--- src/rtl/booth4_csa_seq_if.sv ---
// Operand/result handshake bundle for the
// sequential radix-4 Booth carry-save multiplier.
interface booth4_csa_seq_if;
  logic        in_valid;
  logic        in_ready;
  logic [15:0] mul_a;
  logic [15:0] mul_b;
  logic        out_valid;
  logic        out_ready;
  logic [31:0] out_sum;
  logic [31:0] out_carry;

  modport master (
    output in_valid,
    input  in_ready,
    output mul_a,
    output mul_b,
    input  out_valid,
    output out_ready,
    input  out_sum,
    input  out_carry
  );

  modport slave (
    input  in_valid,
    output in_ready,
    input  mul_a,
    input  mul_b,
    output out_valid,
    input  out_ready,
    output out_sum,
    output out_carry
  );
endinterface

--- src/rtl/booth4_csa_seq.sv ---
// Sequential radix-4 Booth front end: one digit per
// cycle folded into a 32-bit carry-save pair.
module booth4_csa_seq (
  input  logic              sys_clk,
  input  logic              sys_rst_n,
  booth4_csa_seq_if.slave   bus,
  output logic              busy
);

  localparam logic [1:0] IDLE = 2'd0;
  localparam logic [1:0] RUN  = 2'd1;
  localparam logic [1:0] DONE = 2'd2;

  logic [1:0]  state_q;
  logic [2:0]  cnt_q;
  logic [15:0] a_q;
  logic [15:0] b_q;
  logic [31:0] sum_q;
  logic [31:0] carry_q;

  logic [16:0] b_ext;
  logic [2:0]  triple;
  logic [17:0] a18;
  logic [17:0] pp18;
  logic [31:0] pp;
  logic [31:0] sum_n;
  logic [31:0] carry_n;
  logic [4:0]  shamt;

  assign shamt  = {cnt_q, 1'b0};
  assign b_ext  = {b_q, 1'b0};
  assign triple = 3'(b_ext >> shamt);
  assign a18    = {{2{a_q[15]}}, a_q};

  // Booth recoding of the current triple
  always_comb begin
    pp18 = '0;
    unique case (1'b1)
      (triple == 3'b001),
      (triple == 3'b010): pp18 = a18;
      (triple == 3'b011): pp18 = a18 << 1;
      (triple == 3'b100): pp18 = -(a18 << 1);
      (triple == 3'b101),
      (triple == 3'b110): pp18 = -a18;
      default:            pp18 = '0;
    endcase
  end

  assign pp = {{14{pp18[17]}}, pp18} << shamt;

  assign sum_n   = sum_q ^ carry_q ^ pp;
  assign carry_n = ((sum_q & carry_q)
                  | (sum_q & pp)
                  | (carry_q & pp)) << 1;

  always_ff @(posedge sys_clk or negedge sys_rst_n) begin
    if (!sys_rst_n) begin
      state_q <= IDLE;
      cnt_q   <= '0;
      a_q     <= '0;
      b_q     <= '0;
      sum_q   <= '0;
      carry_q <= '0;
    end else begin
      unique case (state_q)
        IDLE: begin
          if (bus.in_valid) begin
            a_q     <= bus.mul_a;
            b_q     <= bus.mul_b;
            sum_q   <= '0;
            carry_q <= '0;
            cnt_q   <= '0;
            state_q <= RUN;
          end
        end
        RUN: begin
          sum_q   <= sum_n;
          carry_q <= carry_n;
          if (cnt_q == 3'd7) begin
            state_q <= DONE;
          end else begin
            cnt_q <= cnt_q + 3'd1;
          end
        end
        DONE: begin
          if (bus.out_ready) begin
            state_q <= IDLE;
          end
        end
        default: state_q <= IDLE;
      endcase
    end
  end

  assign bus.in_ready  = (state_q == IDLE);
  assign bus.out_valid = (state_q == DONE);
  assign bus.out_sum   = sum_q;
  assign bus.out_carry = carry_q;
  assign busy          = (state_q != IDLE);

endmodule

--- src/flat_wrapper.sv ---
// flat-port wrapper written by rule: the top's interface ports become plain ports
module booth4_csa_seq_flat 
  (sys_clk, sys_rst_n, busy, bus_in_valid, bus_in_ready, bus_mul_a, bus_mul_b, bus_out_valid, bus_out_ready, bus_out_sum, bus_out_carry);
  booth4_csa_seq_if bus_i ();
  input  logic sys_clk;
  input  logic sys_rst_n;
  output logic busy;
  input wire logic [$bits(bus_i.in_valid)-1:0] bus_in_valid;
  output wire logic [$bits(bus_i.in_ready)-1:0] bus_in_ready;
  input wire logic [$bits(bus_i.mul_a)-1:0] bus_mul_a;
  input wire logic [$bits(bus_i.mul_b)-1:0] bus_mul_b;
  output wire logic [$bits(bus_i.out_valid)-1:0] bus_out_valid;
  input wire logic [$bits(bus_i.out_ready)-1:0] bus_out_ready;
  output wire logic [$bits(bus_i.out_sum)-1:0] bus_out_sum;
  output wire logic [$bits(bus_i.out_carry)-1:0] bus_out_carry;
  assign bus_i.in_valid = bus_in_valid;
  assign bus_in_ready = bus_i.in_ready;
  assign bus_i.mul_a = bus_mul_a;
  assign bus_i.mul_b = bus_mul_b;
  assign bus_out_valid = bus_i.out_valid;
  assign bus_i.out_ready = bus_out_ready;
  assign bus_out_sum = bus_i.out_sum;
  assign bus_out_carry = bus_i.out_carry;
  booth4_csa_seq u_core (.sys_clk(sys_clk), .sys_rst_n(sys_rst_n), .bus(bus_i), .busy(busy));
endmodule
--- config.mk ---
export PLATFORM = sky130hd
export DESIGN_NAME = booth4_csa_seq_flat
export DESIGN_NICKNAME = d
export VERILOG_FILES = /design/src/rtl/booth4_csa_seq_if.sv /design/src/rtl/booth4_csa_seq.sv /design/src/flat_wrapper.sv
export SDC_FILE = /design/constraint.sdc
export NUM_CORES = 1
export LEC_CHECK = 0
export BUFFER_PORTS_ARGS = -buffer_cell sky130_fd_sc_hd__clkbuf_2
export CAP_MARGIN = 40
export CORE_AREA = 2 2 156 82
export CTS_CLUSTER_DIAMETER = 80
export DETAILED_ROUTE_END_ITERATION = 12
export DIE_AREA = 0 0 158 84
export PLACE_DENSITY = 0.83
export SYNTH_ARGS = -nofsm -noshare
export SYNTH_HDL_FRONTEND = slang
export SYNTH_SLANG_ARGS = --single-unit
export TNS_END_PERCENT = 30
--- constraint.sdc ---
create_clock -name sys_clk -period 4.56 [get_ports sys_clk]
set_input_delay 0.228 -clock sys_clk [delete_from_list [all_inputs] [get_ports sys_clk]]
set_output_delay 0.228 -clock sys_clk [all_outputs]
set_load 0.1 [all_outputs]
# Word level (Yosys, flattened, before mapping)
# Cells that the tools add are included.
# op_classes
muxes	11
eq_ne	13
n_reduce_logical	9
bitwise	7
n_shift	2
n_addsub	3
# ops
cell	count
32-bit case mux with 2 select lines	2
31-bit AND	3
18-bit case mux with 4 select lines	1
32-bit bitwise XOR	2
31-bit OR	2
18-bit negation	2
32-bit two-way mux	1
32-bit by 4-bit << shifter with 32-bit output	1
17-bit by 4-bit >> shifter with 3-bit output	1
3-bit == test, second input constant	4
3-bit by 2-bit == test with 1-bit output, second input constant	2
2-bit two-way mux	3
3-bit two-way mux	2
2-bit case mux with 3 select lines	1
3-bit case mux with 2 select lines	1
3-bit AND reduction	2
2-bit by 1-bit inequality test with 1-bit output, second input constant	2
2-bit inequality test, second input constant	2
2-bit AND reduction	2
2-bit nonzero test	2
2-bit OR reduction	2
3-bit by 1-bit adder with 3-bit output, second input constant	1
3-bit by 1-bit == test with 1-bit output, second input constant	1
2-bit by 1-bit == test with 1-bit output, second input constant	1
other kinds (2)	2
# totals
register_bits	101
out_inout_bits	67

# Logic depth before layout (Yosys ltp)
# Gate-level depths: netlist of run 1.
# logic_depth
ltp_word	9
ltp_mapped	13
ltp_nobuf	12

# Worst setup path after synthesis of run 1
# No wires, ideal clock.
# synth_path
path_kind	reg2reg
startpoint	register u_core.cnt_q[1]
endpoint	register u_core.sum_q[13], in the netlist u_core.bus.out_sum[13]
path_stages_with_launch	13
setup_slack_ps	1224
arrival_time_ps	3206
period_less_slack_ps	3336
setup_time_ps	130
cell_sequence	dfrtp_1 -> buf_4 -> inv_2 -> mux4_2 -> and2_4 -> buf_6 -> a211o_1 -> a31oi_4 -> o22ai_1 -> a221o_1 -> mux2_2 -> fa_1 -> o21ai_0
# synth_between
elab_chain_cells	7
word_cells_on_any_way	13
classes_between	eq/ne (6); shift (2); mux (2); bitwise (1); reduce/logical (2)
# synth_rtl
item	line_no	text
from (decl)	booth4_csa_seq.sv:15	logic [2:0] cnt_q;
from (signal assigned)	booth4_csa_seq.sv:82	cnt_q <= cnt_q + 3'd1;
17-bit by 4-bit >> shifter with 3-bit output	booth4_csa_seq.sv:32	assign triple = 3'(b_ext >> shamt);
3-bit == test (tied with other cells)	booth4_csa_seq.sv:44	(triple == 3'b110): pp18 = -a18;
2-bit OR reduction	booth4_csa_seq.sv:38	unique case (1'b1)
18-bit case mux with 4 select lines	booth4_csa_seq.sv:38	
32-bit by 4-bit << shifter with 32-bit output (*)	booth4_csa_seq.sv:49	assign pp = {{14{pp18[17]}}, pp18} << shamt;
32-bit bitwise XOR (*)	booth4_csa_seq.sv:51	assign sum_n = sum_q ^ carry_q ^ pp;
32-bit case mux with 2 select lines (*)	booth4_csa_seq.sv:65	unique case (state_q)
to (signal assigned)	booth4_csa_seq.sv:77	sum_q <= sum_n;
to (decl)	booth4_csa_seq.sv:18	logic [31:0] sum_q;
# Mark *: on every way between the ends. The rest lies on a longest branch, timed or not.
# A chain may end at the register's enable or synchronous reset.

# Worst setup path in the final report of run 1
# layout_path
startpoint	register u_core.cnt_q[1]
endpoint	register u_core.sum_q[17], in the netlist u_core.bus.out_sum[17]
# The elaborated chain is that of the path after synthesis.

==> metrics.md, run 1 <==
| Metric | Value |
|---|---|
| Post-Route Setup TNS | `0 ps` |
| Register area share after synthesis | `roughly two fifths` |
| Peak Freq | `between 200 and 300 MHz` |
| Hold-fix buffers, CTS | `1` |
| Synth unique cells | `between 60 and 70` |
| CP Max Fanout | `29` |
| CTS tree | `yes` |
| Ranking of synthesized cells by area | `dfrtp_1, fa_1, o21ai_0` |
| Worst-path clk slew | `80 ps` |
| Post-Syn Instances | `just under 700` |
| Status | `finished clean` |
| Final core occ | `60.1%` |
| CTS buffer count | `9` |
| Vias in the first global route | `5,016` |
| Root Driver | `clkbuf_16` |
| RR Startpoint | `u_core.cnt_q[1]` |
| Slew headroom | `between 40 and 50%` |
| R2R setup slack | `between 600 and 700 ps` |
| Antenna-violating nets left | `0` |
| CP endpoint | `u_core.bus.out_sum[17]` |
| Worst path slowest cell | `mux4_2` |
| GRT Total Usage | `roughly a quarter` |
| PortBufs | `~100` |
| Final hold violation count | `0` |
| Initial Utilization | `52.6%` |
| Yosys warning total | `0` |
| Site Rows | `29` |
| Unrepaired setup endpoints after global routing | `no` |
| Critical-path cell list | `inv_2 -> mux4_2 -> xor2_1 -> buf_4 -> o21ai_0 -> a21oi_2 -> nand2_1 -> a32oi_1 -> mux2i_1 -> fa_1 -> o21ai_0` |
| GRT overflow | `0` |
| CTS-repair resized insts | `0` |
| Die outline width | `~160 um` |
| EDFF count, synth | `0` |
| Die area | `roughly 0.013 mm2` |
| Final Cell Area | `~0.0073 mm2` |
| Origin of the worst setup path | `u_core.cnt_q[1]` |
| Setup violators final | `0` |
| DP HPWL | `about 12 mm` |
| Slew at the pin with the worst max-slew slack | `810 ps` |
| Final Critical Period | `about 3900 ps` |
| Startpoint class of the critical path | `flop` |
| Diode count | `0` |
| Layout area overhead | `14.2%` |
| Placed Area | `approximately 0.007 mm2` |
| Critical Path End Type | `flop` |
| Yosys top cell area share | `around 40%` |
| Initial antenna violation count | `0` |
| Hold/Removal Path Class | `in -> reg` |
| Routed vias/inst | `roughly 5.8` |
| Crit Reg-Reg Endpoint | `u_core.bus.out_sum[17]` |
| CTS H-tree depth | `3` |
| Syn_area_per_cell | `approximately 9.4 um2` |
| Critical path arrival | `4130 ps` |
| Ports | `~100` |
| Final slew viol count | `0` |
| CTS Sinks | `100` |
| Required @ worst endpoint | `4780 ps` |
| Syn_nets | `751` |
| Most frequent CP cell | `o21ai_0` |
| Register bit total from synthesis | `100` |
| CTS Buffer Depth | `2` |
| Core area | `around 0.012 mm2` |
| Via count | `between 5,000 and 6,000` |
| Layout cells sized above 1 | `between 20% and 30%` |
| Asr flop ratio synth | `100%` |
| Synth cell count leaders | `dfrtp_1, nand2_1, o21ai_0, inv_1, clkbuf_1` |
| Skew final | `between 10 and 15 ps` |
| Number of max-cap violations | `0` |
| Critical Path Max Stage Delay | `roughly 650 ps` |
| Setup Fix Bufs, Post-CTS | `0` |
| WL/cell | `between 15 and 20 um` |
| Clk_lat worst skew | `roughly 360 ps` |
| First-pass GRT wire length | `~27 mm` |
| Final GP Congestion | `around 0.97` |
| Largest net degree at the start of global routing | `65` |
| Critical path type | `reg -> reg` |
| Largest area contributor in the netlist | `dfrtp_1` |
| Post-route DRC violation count | `0` |
| Top-count cell post-synth | `dfrtp_1` |
| R2R depth | `11` |
| First drt pass iteration count | `6` |
| Final period util | `a little under nine tenths` |
| Fillers | `around 1,000` |
| WL final | `roughly 16 mm` |
| Dominant synthesized flop cell | `dfrtp_1` |
| Nets | `~830` |
| Post-Syn Area | `around 0.0064 mm2` |
| 1st-iter DRT viols | `between 600 and 700` |
| Chip height | `between 80 and 90 um` |
cells by family after synthesis:
group | synth area share (%)
buffers and inverters | 7.51
adder cells (fa/ha/maj) | 10.2
XOR/XNOR | 1.65
AO/OA/AOI/OAI | 17.1
other | 0.0588
flip-flops | 39.2
multiplexers | 11.4
AND/OR/NAND/NOR | 12.8
worst min path at each step:
stage / start / to / slack (ps) / cells after the start
after floorplan: sys_rst_n / u_core.a_q[0] / -70 / 0
after global placement: sys_rst_n / u_core.bus.out_sum[29] / 360 / 1
after detailed placement: sys_rst_n / u_core.bus.out_carry[30] / 360 / 1
after CTS: bus_mul_a[7] / u_core.a_q[7] / 80 / 3
after global routing: bus_mul_b[7] / u_core.b_q[7] / 100 / 2
final: bus_mul_a[7] / u_core.a_q[7] / 80 / 3
final cells by class:
type	instances	area, um2	share of cell area (%)
Multi-Input combinational cell	462	3410	46.8
Sequential cell	100	2500	34.4
Timing Repair Buffer	112	593	8.14
Inverter	71	267	3.66
Clock buffer	10	229	3.14
Tap cell	170	213	2.92
Clock inverter	6	71.3	0.979
flip-flops by register name, summed over array words and instances, names as in the netlist:
register              count
u_core.bus.out_sum       32
u_core.bus.out_carry     31
u_core.a_q               16
u_core.state_q            2
u_core.cnt_q              3
u_core.b_q               16
critical path, delay by kind of cell, from the launching register on:
kind                     cells  cell delay (ps)
AND/OR/NAND/NOR              1              120
XOR/XNOR                     1              160
multiplexers                 2              850
buffers and inverters        2              640
adder cells (fa/ha/maj)      1              520
AO/OA/AOI/OAI                4             1010
flip-flops                   1              450
metrics by stage:
stage | hold slack, ps | setup WS, ps | instances
after floorplan | -67.6 | 1220 | 681
after global placement | 365 | 787 | 914
after detailed placement | 363 | 767 | 914
after CTS | 77.6 | 761 | 931
after global routing | 97.2 | 434 | 931
final | 82.8 | 650 | 931
routing by layer:
metal / global-route usage, % / wire length (um)
met1: 44.5 / 7960
met2: 33.8 / 6320
met3: 6.49 / 1780
met4: 4.50 / 166
met5: 0 / 0
cell usage in the layout (no fill, tap or decap), drive strengths merged, types with 12 or more instances in the layout:
master    n
a21oi    21
a221oi   12
clkbuf  110
dfrtp   100
fa       30
inv      73
mux2     33
mux2i    23
nand2    99
nand3    14
nor2     25
o21ai    82
Power of run 1 is not shown: default switching activity piles up to over one toggle a cycle in this logic, so the estimate is an artifact.
==> run 2, diff against run 1 <==
- HOLD_SLACK_MARGIN: unset -> 0.12
- PLACE_DENSITY: 0.83 -> 0.74
==> run 2 against run 1 <==
Net effect: flip-flop and latch count unchanged; setup slack lost 30 ps; register-to-register slack worse by 30 ps; via count increased by 2.6%; largest cell class unchanged; design area rose by 3.0%; first-iteration DRC count decreased by 29%; die area is the same.
==> metrics.md, run 2 (synthesis results as in run 1) <==
| Metric | Value |
|---|---|
| Antenna-violating nets left | `0 (unchanged)` |
| Top Family by Delay on Critical Path | `compound AO/OA/AOI/OAI gates` |
| Required @ worst endpoint | `4760 ps (-20 ps)` |
| Storage element area | `0.00250 mm2 (unchanged)` |
| Startpoint class of the critical path | `flop` |
| Worst path slowest cell | `fa_1` |
| Critical-path cell list | `buf_4 -> mux4_2 -> xor2_1 -> buf_4 -> a221oi_1 -> or2_1 -> o21ai_1 -> mux2i_1 -> a221o_1 -> fa_1 -> o21ai_0` |
| Critical path arrival | `4140 ps (about the same)` |
| Vias in the first global route | `5,321 (+6.1%)` |
| CTS-repair resized insts | `0 (unchanged)` |
| Slew at the pin with the worst max-slew slack | `775 ps (-35.8 ps)` |
| Critical path type | `reg -> reg` |
| Via count | `5,518 (+2.6%)` |
| Peak Freq | `254 MHz (-0.76%)` |
| Post-Route Setup TNS | `0 ps (unchanged)` |
| WL/cell | `18.4 um (+5.5%)` |
| Status | `finished clean` |
| CTS buffer count | `9 (unchanged)` |
| Most frequent CP cell | `buf_4` |
| Final period util | `86.4% (+0.66 points)` |
| First-pass GRT wire length | `28.5 mm (+5.6%)` |
| First drt pass iteration count | `5 (-1)` |
| Die outline width | `158 um (unchanged)` |
| R2R setup slack | `620 ps (-30 ps)` |
| Most frequent cells in the layout | `clkbuf_2, dfrtp_1, nand2_1` |
| Setup violators final | `0 (unchanged)` |
| 1st-iter DRT viols | `489 (-29%)` |
| Largest net degree at the start of global routing | `64 (-1.5%)` |
| Number of max-cap violations | `0 (unchanged)` |
| Clk_lat worst skew | `340 ps (-20 ps)` |
| Worst-path clk slew | `70 ps (about the same)` |
| PortBufs | `101 (unchanged)` |
| Routed vias/inst | `5.80 (+0.46%)` |
| GRT overflow | `0 (unchanged)` |
| Critical Path End Type | `flop` |
| Final Critical Period | `3940 ps (+30.1 ps)` |
| Fillers | `1,041 (+0.77%)` |
| CTS Sinks | `100 (unchanged)` |
| CTS Buffer Depth | `2 (unchanged)` |
| Multi-input logic area | `0.00341 mm2 (unchanged)` |
| Hold/Removal Path Class | `in -> reg` |
| Unrepaired setup endpoints after global routing | `no` |
| WL final | `17.5 mm (+7.7%)` |
| Final slew viol count | `0 (unchanged)` |
| GRT Total Usage | `27.7% (+1.4 points)` |
| Layout cells sized above 1 | `22.3% (-0.59 points)` |
| Site Rows | `29 (unchanged)` |
| Largest register FFs | `32 (unchanged)` |
| Ports | `103 (unchanged)` |
| Final hold violation count | `0 (unchanged)` |
| Final GP Congestion | `0.973 (+0.37%)` |
| CTS tree | `yes` |
| Die area | `0.0133 mm2 (unchanged)` |
| CP Max Fanout | `38 (+31%)` |
| Slew headroom | `48.4% (+2.4 points)` |
| Critical Path Max Stage Delay | `510 ps (-140 ps)` |
| Diode count | `0 (unchanged)` |
| Nets | `847 (+2.5%)` |
| Layout area overhead | `17.7%` |
| Post-route DRC violation count | `0 (unchanged)` |
| WP buf/inv | `2 (unchanged)` |
| Chip height | `84 um (unchanged)` |
| Root Driver | `clkbuf_16` |
| Skew final | `9.19 ps (-3.86 ps)` |
| CTS H-tree depth | `3 (unchanged)` |
| Core area | `0.0121 mm2 (unchanged)` |
| DP HPWL | `12.8 mm (+6.3%)` |
| Initial antenna violation count | `0 (unchanged)` |
| Initial Utilization | `52.6% (unchanged)` |
[run 2: cell count changes in the layout (fill, tap and decap cells not counted), sizes merged]
cell | before | now
bufinv | 1 | 2
buf | 11 | 12
dlygate4sd3 | 1 | 21
clkinvlp | 2 | 1
inv | 73 | 72
[run 2: cell type report]
class,instances,area share [%]
Inverter,71,3.55
Timing Repair Buffer,133,10.7
Multi-Input combinational cell,462,45.4
Sequential cell,100,33.3
Tap cell,170,2.83
Clock buffer,10,3.05
Clock inverter,5,1.13
[run 2: repair_timing]
action	CTS	global route
hold endpoints to repair	61	0
setup buffers	0	0
hold buffers	21	0
[run 2: per-layer routing]
metal | vias to the layer above | track usage [%] | part of all wire [%]
met3 | 24 | 7.79 | 9.5
met1 | 2708 | 44.0 | 48
met2 | 257 | 38.1 | 41
li1 | 2529 | - | -
met4 | 0 | 4.67 | 1.1
met5 | - | 0 | 0
[run 2: worst paths after layout]
path,from,endpoint,depth (start not counted)
worst max-delay path,u_core.cnt_q[0],u_core.bus.out_sum[14],11
worst min-delay path,bus_mul_a[8],u_core.a_q[8],2
worst max register to register,u_core.cnt_q[0],u_core.bus.out_sum[14],11
worst min register to register,u_core.bus.out_sum[28],u_core.bus.out_sum[28],2
max in group asynchronous,sys_rst_n,u_core.bus.out_carry[13],3
min in group asynchronous,sys_rst_n,u_core.a_q[13],2
[run 2: per-stage QoR]
stage	utilization (%)	setup slack [ps]	instances	hold slack [ps]	area, um2
CTS	61.9	687	951	122	7510
global route	61.9	405	951	127	7510
detailed placement	57.6	695	915	243	6980
finish	61.9	619	951	122	7510
global placement	57.6	731	915	229	6980
floorplan	-	1220	681	-67.6	6380
Power of run 2 is left out for the same reason.
